==> config.mk <==
export PLATFORM = sky130hd
export DESIGN_NAME = round_controller
export DESIGN_NICKNAME = d
export VERILOG_FILES = /design/src/rtl/round_controller.sv
export SDC_FILE = /design/constraint.sdc
export NUM_CORES = 1
export LEC_CHECK = 0
export BUFFER_PORTS_ARGS = -buffer_cell sky130_fd_sc_hd__buf_2
export CAP_MARGIN = 20
export CORE_ASPECT_RATIO = 0.7
export CORE_MARGIN = 2
export CORE_UTILIZATION = 60
export DETAILED_ROUTE_END_ITERATION = 10
export PLACE_DENSITY = 0.84
export SLEW_MARGIN = 25
export SYNTH_ARGS = -nofsm -noshare
export SYNTH_HDL_FRONTEND = slang
export SYNTH_SLANG_ARGS = --single-unit
export TNS_END_PERCENT = 100
==> constraint.sdc <==
create_clock -name clk -period 3.9 [get_ports clk]
set_input_delay 0.195 -clock clk [delete_from_list [all_inputs] [get_ports clk]]
set_output_delay 0.195 -clock clk [all_outputs]
set_load 0.01 [all_outputs]
==> src/rtl/round_controller.sv <==
// round_controller: game sequencer that walks each round through generate, show, input and settle,
// counts rounds and correct answers, drives the active-low stage reset and computes the final score.
module round_controller #(
   parameter int unsigned NUM_ROUNDS    = 10,
   parameter int unsigned POINTS        = 10,
   parameter int unsigned SETTLE_CYC    = 3,
   parameter int unsigned RRST_CYC      = 2,
   parameter int unsigned GAP_CYC       = 500,
   parameter int unsigned INPUT_TIMEOUT = 10000
) (
   input  logic       clk,
   input  logic       rst,
   input  logic       start,
   input  logic [2:0] level,
   input  logic       gen_done,
   input  logic       print_done,
   input  logic       trim_done,
   input  logic       round_win,
   output logic [2:0] level_q,
   output logic       gen_start,
   output logic       round_rst,
   output logic [4:0] round_count,
   output logic [3:0] answer_count,
   output logic [6:0] score,
   output logic       game_end,
   output logic [2:0] state_o
);

   typedef enum logic [2:0] {
      S_IDLE   = 3'd0,
      S_GEN    = 3'd1,
      S_SHOW   = 3'd2,
      S_INPUT  = 3'd3,
      S_SETTLE = 3'd4,
      S_RRST   = 3'd5,
      S_GAP    = 3'd6,
      S_DONE   = 3'd7
   } state_e;

   localparam logic [15:0] SETTLE_LAST = 16'(SETTLE_CYC - 1);
   localparam logic [15:0] RRST_LAST   = 16'(RRST_CYC - 1);
   localparam logic [15:0] GAP_LAST    = (GAP_CYC == 0) ? 16'd0 : 16'(GAP_CYC - 1);
   localparam logic [15:0] TMO_LAST    = (INPUT_TIMEOUT == 0) ? 16'd0 : 16'(INPUT_TIMEOUT - 1);

   state_e      state_q, state_d;
   logic [15:0] cnt_q, cnt_d;
   logic        lost_q, lost_d;
   logic [2:0]  lvl_q, lvl_d;
   logic [4:0]  rnd_q, rnd_d;
   logic [3:0]  ans_q, ans_d;
   logic [6:0]  score_q, score_d;
   logic        gen_start_q, gen_start_d;
   logic [4:0]  rnd_new;
   logic [3:0]  ans_new;
   logic        level_valid;

   assign level_valid = (level == 3'b001) || (level == 3'b010) || (level == 3'b100);

   always_comb begin
      state_d     = state_q;
      cnt_d       = cnt_q;
      lost_d      = lost_q;
      lvl_d       = lvl_q;
      rnd_d       = rnd_q;
      ans_d       = ans_q;
      score_d     = score_q;
      gen_start_d = 1'b0;
      rnd_new     = (rnd_q == '1) ? rnd_q : rnd_q + 5'd1;
      ans_new     = (round_win && !lost_q && (ans_q != '1)) ? ans_q + 4'd1 : ans_q;

      // cnt is cleared on every state change so each state starts counting from zero
      case (state_q)
         S_IDLE, S_DONE: begin
            if (start && level_valid) begin
               lvl_d       = level;
               rnd_d       = '0;
               ans_d       = '0;
               score_d     = '0;
               gen_start_d = 1'b1;
               cnt_d       = '0;
               state_d     = S_GEN;
            end
         end
         S_GEN: begin
            if (gen_done) begin
               cnt_d   = '0;
               state_d = S_SHOW;
            end
         end
         S_SHOW: begin
            cnt_d = '0;
            if (print_done) state_d = S_INPUT;
         end
         S_INPUT: begin
            if (trim_done) begin
               cnt_d   = '0;
               state_d = S_SETTLE;
            end else if ((INPUT_TIMEOUT != 0) && (cnt_q == TMO_LAST)) begin
               lost_d  = 1'b1;
               cnt_d   = '0;
               state_d = S_SETTLE;
            end else if (INPUT_TIMEOUT != 0) begin
               cnt_d = cnt_q + 16'd1;
            end
         end
         S_SETTLE: begin
            if (cnt_q == SETTLE_LAST) begin
               cnt_d  = '0;
               lost_d = 1'b0;
               rnd_d  = rnd_new;
               ans_d  = ans_new;
               if (rnd_new == 5'(NUM_ROUNDS)) begin
                  score_d = 7'(POINTS * ans_new);
                  state_d = S_DONE;
               end else begin
                  state_d = S_RRST;
               end
            end else begin
               cnt_d = cnt_q + 16'd1;
            end
         end
         S_RRST: begin
            if (cnt_q == RRST_LAST) begin
               cnt_d   = '0;
               state_d = S_GAP;
            end else begin
               cnt_d = cnt_q + 16'd1;
            end
         end
         S_GAP: begin
            if (cnt_q == GAP_LAST) begin
               cnt_d       = '0;
               gen_start_d = 1'b1;
               state_d     = S_GEN;
            end else begin
               cnt_d = cnt_q + 16'd1;
            end
         end
         default: state_d = S_IDLE;
      endcase
   end

   always_ff @(posedge clk) begin
      if (!rst) begin
         state_q     <= S_IDLE;
         cnt_q       <= '0;
         lost_q      <= 1'b0;
         lvl_q       <= '0;
         rnd_q       <= '0;
         ans_q       <= '0;
         score_q     <= '0;
         gen_start_q <= 1'b0;
      end else begin
         state_q     <= state_d;
         cnt_q       <= cnt_d;
         lost_q      <= lost_d;
         lvl_q       <= lvl_d;
         rnd_q       <= rnd_d;
         ans_q       <= ans_d;
         score_q     <= score_d;
         gen_start_q <= gen_start_d;
      end
   end

   assign level_q      = lvl_q;
   assign gen_start    = gen_start_q;
   assign round_count  = rnd_q;
   assign answer_count = ans_q;
   assign score        = score_q;
   assign state_o      = state_q;
   assign game_end     = (state_q == S_DONE);
   assign round_rst    = (state_q == S_GEN) || (state_q == S_SHOW) || (state_q == S_INPUT) ||
                         (state_q == S_SETTLE) || (state_q == S_GAP);

endmodule

==> results of run 1 <==
==> critical path: stages, from the launching register on <==
cell                      delay (ns)
sky130_fd_sc_hd__dfxtp_1        0.41
sky130_fd_sc_hd__ha_1           0.20
sky130_fd_sc_hd__nand3_1        0.10
sky130_fd_sc_hd__nand2_1        0.13
sky130_fd_sc_hd__mux2i_1        0.25
sky130_fd_sc_hd__inv_1          0.11
sky130_fd_sc_hd__ha_1           0.31
sky130_fd_sc_hd__ha_1           0.14
sky130_fd_sc_hd__inv_1          0.04
sky130_fd_sc_hd__fa_1           0.36
sky130_fd_sc_hd__or3_1          0.36
sky130_fd_sc_hd__and2_0         0.15
sky130_fd_sc_hd__mux2i_1        0.12
==> per-layer routing <==
layer  wire length, um  global-route usage, %  vias up
met5                 0                      0        -
met4                62                  9.091        0
met3               369                  5.446        8
met2              1810                  33.78       85
met1              2481                  33.84      888
li1                  -                      -     1018
==> state kept, by name (all words and copies together) (netlist names) <==
signal        count
gen_start         1
answer_count      4
score             6
level_q           3
round_count       5
cnt_q            16
state_o           3
lost_q            1
==> path summary, 6_finish.rpt <==
kind | startpoint | to | slack [ns] | cells after the start
worst min register to register | level_q[2] | level_q[2] | 0.45 | 2
worst max register to register | answer_count[0] | score[6] | 1.15 | 12
worst min-delay path | level[2] | level_q[2] | 0.20 | 3
worst max-delay path | answer_count[0] | score[6] | 1.15 | 12
==> cell families (layout without fill, tap and decap cells) <==
family | count (synthesis) | in the layout
compound gates | 48 | 48
fa+ha+maj | 9 | 9
flops | 39 | 39
simple gates | 131 | 131
other cells | 1 | 1
xor+xnor | 18 | 18
buf+inv | 23 | 53
mux | 6 | 6
==> synthesized netlist by cell type, drive strengths merged, types with 2 or more instances <==
library cell	n	area, um^2
o211ai	2	15.01
nor3	5	30.03
nand4	10	62.56
nand2b	3	18.77
xor2	10	87.58
o21ai	18	101.4
mux2i	4	40.04
a21oi	11	55.05
nand3	23	120.1
a211oi	2	15.01
ha	8	100.1
or3	4	25.02
nor2	31	116.4
a211o	2	17.52
and2	5	32.54
nor4	5	46.29
nand2	35	131.4
or4	3	33.78
mux2	2	22.52
inv	12	45.04
dfxtp	39	780.8
and3	2	12.51
clkbuf	5	20.01
xnor2	8	70.07
buf	5	33.78
a22o	4	35.03
==> power by group <==
part           switching (mW)  internal, mW  total (mW)
clock network           0.136         0.139       0.274
logic                   0.148        0.0896       0.238
registers              0.0449         0.418       0.463
total                   0.329         0.646       0.975
==> per-stage QoR <==
stage                     cells  power, mW  hold WS, ns  instance area (um^2)  worst slack (ns)
after floorplan             275     0.6542       0.3425                  2215             1.330
after global routing        355      1.025       0.1993                  2476             1.026
after global placement      348     0.6988       0.4435                  2389             1.305
final                       355     0.9746       0.1985                  2476             1.147
after CTS                   355     0.9786       0.1830                  2476             1.139
after detailed placement    348     0.7052       0.4512                  2389             1.141
==> area by class of cell <==
cell class	count	area share (%)
repair buffers	33	6.670
flip-flops and latches	39	31.53
multi-input cells	213	53.76
clock buffers	6	3.335
inverters	13	1.971
clock inverters	1	0.2021
well taps	50	2.527
==> results.cfg, run 1 <==
[final_layout]
utilization_after_layout_pct = 70.03
area.growth.synth_to_final_pct = 11.81
total_number_of_nets_in_the_final_design = 324
num_antenna_cells = 0
area.sequential_um2 = 780.7
commonest_cells_after_routing_fill_and_taps_aside = sky130_fd_sc_hd__dfxtp_1 (39), sky130_fd_sc_hd__nand2_1 (35), sky130_fd_sc_hd__buf_2 (33)
multi_input_area_um2 = 1331
fraction_of_final_layout_cells_sized_beyond_drive_strength_1_pct = 17.70
filler_cell_count = 301
layout_commonest_cell = sky130_fd_sc_hd__dfxtp_1

[cts]
post_cts_hold_buffer_count = 0
bufs_on_longest_clock_path = 2
cts-root-buf = sky130_fd_sc_hd__clkbuf_8
ctsResizeCount = 0
clk_transition_reported_paths_ns = 0.07
tritoncts = yes
cts.sinks = 39
htree_num_levels = 2
numCtsBuffers = 5
clkLatencyLatePin_ns = 0.29
post_cts.repair.setup_buffers = 0

[floorplan]
die_x_um = 76.62
initial_utilization_pct = 62.63
design.portCount = 35
core_area_um2 = 3536
die_h_um = 54.83
rows = 18
floorplan.die_area_um2 = 4201

[pwr]
peakVddDrop_uv = 276.4
power.density_cell_area_nw_per_um2 = 393.6
p_leak_nw = 1.015

[hold_path]
hold_path_class = primary input to register

[timing]
finalCritPeriodShare_pct = 70.60
max-slew-margin-rel_pct = 43.66
finalSetupTns_ns = 0
worst_pin_slew_ns = 0.8387
grt_setup_unrepaired = no
clock-skew-final_ns = 0.005019
finalSetupViolations = 0
timing.fmax_ghz = 0.3632
drv_slew = 0
post-route-min-period_ns = 2.753
finalHoldViolations = 0

[synthesis]
synth.distinct_cells = 53
share_of_cell_area_taken_by_muxes_after_synthesis_pct = 2.825
edff_count_synth = 0
synth_fp_nets = 294
yosys.area_share.simple_pct = 30.06
yosys.area_share.xor_xnor_pct = 7.119
largest_family_of_logic_cells_by_synthesized_area = simple AND/OR/NAND/NOR gates
asyncSetResetFlopFracSynth_pct = 0
synth-adder-area-share_pct = 5.424
synth_area_per_cell_um2 = 8.053
synth_seq_area_share_pct = 35.25
post_synth_instance_area_um2 = 2215
synthesis.yosys.warnings = 0
synthCells = 275
synth_ff_type = sky130_fd_sc_hd__dfxtp_1
ys_ff_latch = 39
synth_compound_gate_area_share_pct = 14.52

[run]
cap_violations = 0

[setup_path]
cp.arrival_ns = 2.98
timing.critical_path.from_type = register
setup.worst_path.end_class = register
critical_path.max_fanout = 5
worstSetupPathType = register to register
critical_path_required_ns = 4.12

[drt]
initial_detailed_routing_violation_count = 217
avgRoutedWirePerCell_um = 13.31
routed_wl_um = 4724
viasPerCell = 5.631
drt-pass1-iter-count = 4
total_number_of_vias = 1999
drc = 0
drt.antenna.violating_nets = 0

[placement]
dp_hpwl_um = 3485
place.port_buffers = 33
routabilityCongestion = 0.9476

[global_route]
initial_antenna_violation_count = 0
grt_max_degree = 17
grt_pass1_wl_um = 7583
first_global_vias = 1622
global_route.usage.total_pct = 23.37
globalRoute.totalOverflow = 0

[outcome]
run_status = finished clean
Note: power is estimated with default switching activity, not from simulation.
==> run 2: changes to the inputs <==
Settings changed: CORE_UTILIZATION 60 to 51, PLACE_DENSITY 0.84 to 0.76.
Clock period 3.9 ns to 2.25 ns, I/O delays scaled along.
==> run 2 against run 1 <==
  * The run now ends with setup timing left
  * Core utilization fell by 1.6 points
  * Sequential share of layout area fell by 4.4 points
  * Clock skew rose by 0.00082 ns
  * Critical endpoint unchanged
  * Largest cell class unchanged
==> results.cfg, run 2 (synthesis gave the netlist of run 1 again) <==
[outcome]
run_status = finished, violations left
violations = setup timing

[drt]
routed_wl_um = 5677
total_number_of_vias = 2213
drt.antenna.violating_nets = 0
drc = 0
viasPerCell = 5.603
drt-pass1-iter-count = 5
avgRoutedWirePerCell_um = 14.37
initial_detailed_routing_violation_count = 312

[global_route]
globalRoute.totalOverflow = 0
global_route.usage.total_pct = 22.55
grt_pass1_wl_um = 8411
initial_antenna_violation_count = 0
grt_max_degree = 17
first_global_vias = 1867

[cts]
tritoncts = yes
cts-root-buf = sky130_fd_sc_hd__clkbuf_8
clk_transition_reported_paths_ns = 0.08
bufs_on_longest_clock_path = 2
cts.sinks = 39
clkLatencyLatePin_ns = 0.30
htree_num_levels = 2
numCtsBuffers = 5

[placement]
place_ws_ns = -0.1439
place.port_buffers = 33
routabilityCongestion = 0.9283
dpl-instance-area_um2 = 2635
dp_hpwl_um = 3741

[timing]
worst_pin_slew_ns = 0.5685
finalHoldViolations = 0
grt_setup_unrepaired = yes
hold_ws_ns = 0.09769
finalSetupViolations = 4
timing.fmax_ghz = 0.4165
worst_slack_setup_final_ns = -0.1507
post-route-min-period_ns = 2.401
drv_slew = 0
clock-skew-final_ns = 0.005840
finalCritPeriodShare_pct = 106.7
max-slew-margin-rel_pct = 62.10

[floorplan]
die_x_um = 82.76
initial_utilization_pct = 52.06
rows = 20
design.portCount = 35
core_area_um2 = 4254
floorplan.die_area_um2 = 4894
die_h_um = 59.14

[setup_path]
timing.critical_path.from_type = register
worst_setup_path_startpoint = answer_count[1]
r2r_start = answer_count[1]
critical_path_required_ns = 2.48
cp.arrival_ns = 2.63
critical_path.max_fanout = 2
setup.worst_path.end_class = register
worstSetupPathType = register to register

[final_layout]
num_antenna_cells = 0
utilization_after_layout_pct = 68.44
fraction_of_final_layout_cells_sized_beyond_drive_strength_1_pct = 31.18
area.growth.synth_to_final_pct = 31.47
largest_register_ffs = 16
layout_commonest_cell = sky130_fd_sc_hd__dfxtp_1
commonest_cells_after_routing_fill_and_taps_aside = sky130_fd_sc_hd__dfxtp_1 (35), sky130_fd_sc_hd__nand2_1 (34), sky130_fd_sc_hd__buf_2 (33)
filler_cell_count = 344
layout.cell_area.non_filler_um2 = 2912
largest_register = cnt_q
total_number_of_nets_in_the_final_design = 358

[pwr]
power.internal_mw = 1.375
netSwitchingPower_uw = 612.8
share_of_total_power_in_the_clock_network_pct = 34.8
total_power_mw = 1.988
p_leak_nw = 1.217
sw_frac_of_total_pct = 30.83
share_seq_of_total_power_pct = 39.6
power.density_cell_area_nw_per_um2 = 682.7
peakVddDrop_uv = 494.4
share_comb_of_total_power_pct = 25.6

[run]
cap_violations = 0

[hold_path]
worst_hold_path_startpoint = level[1]
hold_path_class = primary input to register
## run 2: changes by cell type in the layout (fill, tap and decap cells not counted), moves of 3 or more
| cell | change |
|---|---|
| sky130_fd_sc_hd__ha_4 | +3 |
| sky130_fd_sc_hd__buf_6 | +3 |
| sky130_fd_sc_hd__ha_1 | -3 |
| sky130_fd_sc_hd__dfxtp_1 | -4 |
| sky130_fd_sc_hd__buf_4 | +30 |
## run 2: final timing paths
path / endpoint / slack, ns / depth (start not counted)
max: score[6] / -0.15 / 12
max reg2reg: score[6] / -0.15 / 12
min: level_q[1] / 0.1 / 3
min reg2reg: score[1] / 0.46 / 2
## run 2: final cells by class
type	count	area, um^2	share of cell area [%]
Timing Repair Buffer	67	444.2	15.26
Multi-Input combinational cell	213	1426	48.99
Inverter	13	48.80	1.676
Clock buffer	6	72.57	2.492
Tap cell	55	68.82	2.364
Clock inverter	2	60.06	2.063
Sequential cell	39	790.8	27.16
## run 2: power groups by stage
stage	combinational [mW]	clock, mW	sequential [mW]
floorplan	0.355	0	0.777
global placement	0.480	0	0.799
detailed placement	0.484	0	0.800
CTS	0.491	0.703	0.785
global route	0.560	0.734	0.794
finish	0.509	0.692	0.787
## run 2: layer usage
| layer | wire length (um) | share of wire (%) | vias to the layer above | global-route usage [%] |
|---|---|---|---|---|
| li1 | - | - | 1092 | - |
| met1 | 2725 | 48 | 1015 | 33.24 |
| met2 | 2445 | 43 | 94 | 32.72 |
| met3 | 421 | 7.4 | 12 | 5.640 |
| met4 | 85 | 1.5 | 0 | 6.089 |
| met5 | 0 | 0 | - | 0 |
## run 2: through the flow
step	TNS, ns	cells
after global placement	-0.1183	379
after floorplan	-0.07768	275
final	-0.2978	395
after CTS	-0.1847	395
after global routing	-0.7715	395
after detailed placement	-0.1671	379
## run 2: timing repair
action                                  in CTS  in global routing
pin swaps                                    2                  7
hold buffers                                 0                  0
setup buffers                                8                  0
endpoints found under the setup margin       2                 22
gates resized for setup                      3                 15
hold endpoints to repair                     0                  0
## run 2: worst max-delay path: stages (launching register included)
cell and delay [ns]:
sky130_fd_sc_hd__dfxtp_4 0.36, sky130_fd_sc_hd__ha_4 0.13, sky130_fd_sc_hd__nand3_2 0.08, sky130_fd_sc_hd__nand2_2 0.09, sky130_fd_sc_hd__mux2i_2 0.26, sky130_fd_sc_hd__inv_2 0.09
sky130_fd_sc_hd__ha_4 0.28, sky130_fd_sc_hd__ha_4 0.12, sky130_fd_sc_hd__inv_2 0.03, sky130_fd_sc_hd__fa_2 0.32, sky130_fd_sc_hd__or3_1 0.30, sky130_fd_sc_hd__and2_1 0.14
sky130_fd_sc_hd__mux2i_1 0.12
==> run 3: changes to the inputs <==
--- a/config.mk
+++ b/config.mk
@@ -10,7 +10,7 @@
 export CORE_ASPECT_RATIO = 0.7
 export CORE_MARGIN = 2
-export CORE_UTILIZATION = 51
+export CORE_UTILIZATION = 40
 export DETAILED_ROUTE_END_ITERATION = 10
-export PLACE_DENSITY = 0.76
+export SKIP_CTS_REPAIR_TIMING = 1
 export SLEW_MARGIN = 25
 export SYNTH_ARGS = -nofsm -noshare
==> constraint.sdc (replaced) <==
create_clock -name clk -period 2.25 [get_ports clk]
set_input_delay 0.3375 -clock clk [delete_from_list [all_inputs] [get_ports clk]]
set_output_delay 0.3375 -clock clk [all_outputs]
set_load 0.01 [all_outputs]
==> run 3 against run 2 <==
  * Core utilization is 12 points lower
  * Setup slack got worse by 0.038 ns
  * Total power fell by 7.1%
  * Fmax is 1.5% lower
  * Cell count grew 5.6%
  * The flow still finishes with violations (setup timing)
  * Via count is 1.2% lower
  * Highest routed layer unchanged
  * Hold slack better by 0.25 ns
  * Sequential share of layout area shrank 0.70 points
  * Die area is 26% higher
  * Critical endpoint unchanged
==> results.cfg, run 3 (synthesis gave the netlist of run 1 again) <==
[timing]
finalCritPeriodShare_pct = 108.4
finalHoldViolations = 0
grt_setup_unrepaired = yes
worst_pin_slew_ns = 0.6077
finalSetupViolations = 2
timing.fmax_ghz = 0.4101
post-route-min-period_ns = 2.438
drv_slew = 0
clock-skew-final_ns = 0.006181
worst_slack_setup_final_ns = -0.1885
max-slew-margin-rel_pct = 59.49
finalSetupTns_ns = -0.2457

[final_layout]
commonest_cells_after_routing_fill_and_taps_aside = sky130_fd_sc_hd__buf_4 (37), sky130_fd_sc_hd__dfxtp_1 (34), sky130_fd_sc_hd__buf_2 (33)
fraction_of_final_layout_cells_sized_beyond_drive_strength_1_pct = 35.94
area.sequential_um2 = 792.0
utilization_after_layout_pct = 56.63
layout.cell_area.non_filler_um2 = 2993
filler_cell_count = 499
total_number_of_nets_in_the_final_design = 364
largest_register = cnt_q
layout_commonest_cell = sky130_fd_sc_hd__buf_4
multi_input_area_um2 = 1486
largest_register_ffs = 16
area.growth.synth_to_final_pct = 35.14
num_antenna_cells = 0

[cts]
tritoncts = yes
cts-root-buf = sky130_fd_sc_hd__clkbuf_8
clk_transition_reported_paths_ns = 0.08
bufs_on_longest_clock_path = 2
clkLatencyLatePin_ns = 0.28
cts.sinks = 39
numCtsBuffers = 5
htree_num_levels = 2

[drt]
met3RoutedLength_um = 254
drt.antenna.violating_nets = 0
viasPerCell = 5.245
top_signal_layer_used = met4
met2WireLength_um = 2512
avgRoutedWirePerCell_um = 14.01
routed_wl_um = 5843
drc = 0
total_number_of_vias = 2187
initial_detailed_routing_violation_count = 89
drt-met1-wl_um = 3050
drt-pass1-iter-count = 4

[floorplan]
rows = 22
initial_utilization_pct = 41.90
die_h_um = 66.26
die_x_um = 92.94
design.portCount = 35
floorplan.die_area_um2 = 6157
core_area_um2 = 5285

[setup_path]
r2r_start = answer_count[1]
cp.arrival_ns = 2.65
worstSetupPathType = register to register
critical_path_required_ns = 2.46
critical_path.max_fanout = 3
r2r.worst_path.cells = 12
rr_endpoint = score[6]
reg2reg_setup_slack_ns = -0.19
timing.critical_path.from_type = register
setup.worst_path.end_class = register

[global_route]
grt_max_degree = 17
first_global_vias = 1845
globalRoute.totalOverflow = 0
grt_pass1_wl_um = 9025
global_route.usage.total_pct = 18.32
initial_antenna_violation_count = 0

[outcome]
run_status = finished, violations left
violations = setup timing

[placement]
dpl-instance-area_um2 = 2701
dp_hpwl_um = 4059
place.port_buffers = 33
routabilityCongestion = 0.9387

[pwr]
p_leak_nw = 1.227
power.density_cell_area_nw_per_um2 = 617.2
peakVddDrop_uv = 271.3

[hold_path]
worstHoldPathCells = 3
holdPathEnd = level_q[0]
worst_hold_path_startpoint = level[0]
hold_path_class = primary input to register

[run]
cap_violations = 0
## run 3: cell count changes in the layout (fill, tap and decap cells not counted), moves of 3 or more
cell and delta:
sky130_fd_sc_hd__nand2_1 -3, sky130_fd_sc_hd__nor2_2 +3, sky130_fd_sc_hd__nor2_4 +4, sky130_fd_sc_hd__buf_4 +7, sky130_fd_sc_hd__nor2_1 -7
## run 3: per-layer routing
layer / track usage (%) / vias up
met1: 28.30 / 1027
met3: 3.877 / 2
met5: 0 / -
li1: - / 1105
met4: 3.309 / 0
met2: 25.91 / 53
## run 3: power breakdown
| group | switching (mW) | internal (mW) | total [mW] |
|---|---|---|---|
| sequential | 0.0552 | 0.721 | 0.777 |
| clock | 0.234 | 0.214 | 0.447 |
| combinational | 0.359 | 0.264 | 0.623 |
| total | 0.648 | 1.20 | 1.85 |
## run 3: critical path, stage by stage, from the launching register on
cell and delay [ns]:
sky130_fd_sc_hd__dfxtp_4 0.37, sky130_fd_sc_hd__ha_4 0.13, sky130_fd_sc_hd__nand3_2 0.09, sky130_fd_sc_hd__nand2_2 0.09
sky130_fd_sc_hd__mux2i_2 0.23, sky130_fd_sc_hd__inv_1 0.09, sky130_fd_sc_hd__ha_1 0.29, sky130_fd_sc_hd__ha_2 0.17
sky130_fd_sc_hd__inv_2 0.04, sky130_fd_sc_hd__fa_2 0.34, sky130_fd_sc_hd__or3_1 0.29, sky130_fd_sc_hd__and2_0 0.13
sky130_fd_sc_hd__mux2i_1 0.12
## run 3: area by class of cell
| cell class | count | share of cell area, % |
|---|---|---|
| multi-input cells | 213 | 49.67 |
| flip-flops and latches | 39 | 26.46 |
| repair buffers | 73 | 16.68 |
| well taps | 72 | 3.010 |
| clock buffers | 7 | 2.550 |
| inverters | 13 | 1.630 |
## run 3: how the worst max path moves through the flow
stage	from	endpoint	slack [ns]	cells past startpoint
finish	answer_count[1]	score[6]	-0.19	12
detailed placement	round_win	score[6]	-0.25	12
floorplan	answer_count[1]	score[6]	-0.08	12
CTS	answer_count[1]	score[6]	-0.19	12
global route	answer_count[1]	score[6]	-0.30	12
global placement	round_win	score[6]	-0.16	12
## run 3: per-stage QoR
step                cells  power (mW)  hold slack (ns)  worst slack [ns]
floorplan             275       1.132           0.4522          -0.07768
global placement      402       1.289           0.4400           -0.1627
detailed placement    402       1.294           0.4485           -0.2483
CTS                   409       1.741           0.3364           -0.1881
global route          417       1.958           0.3506           -0.3049
finish                417       1.847           0.3448           -0.1885
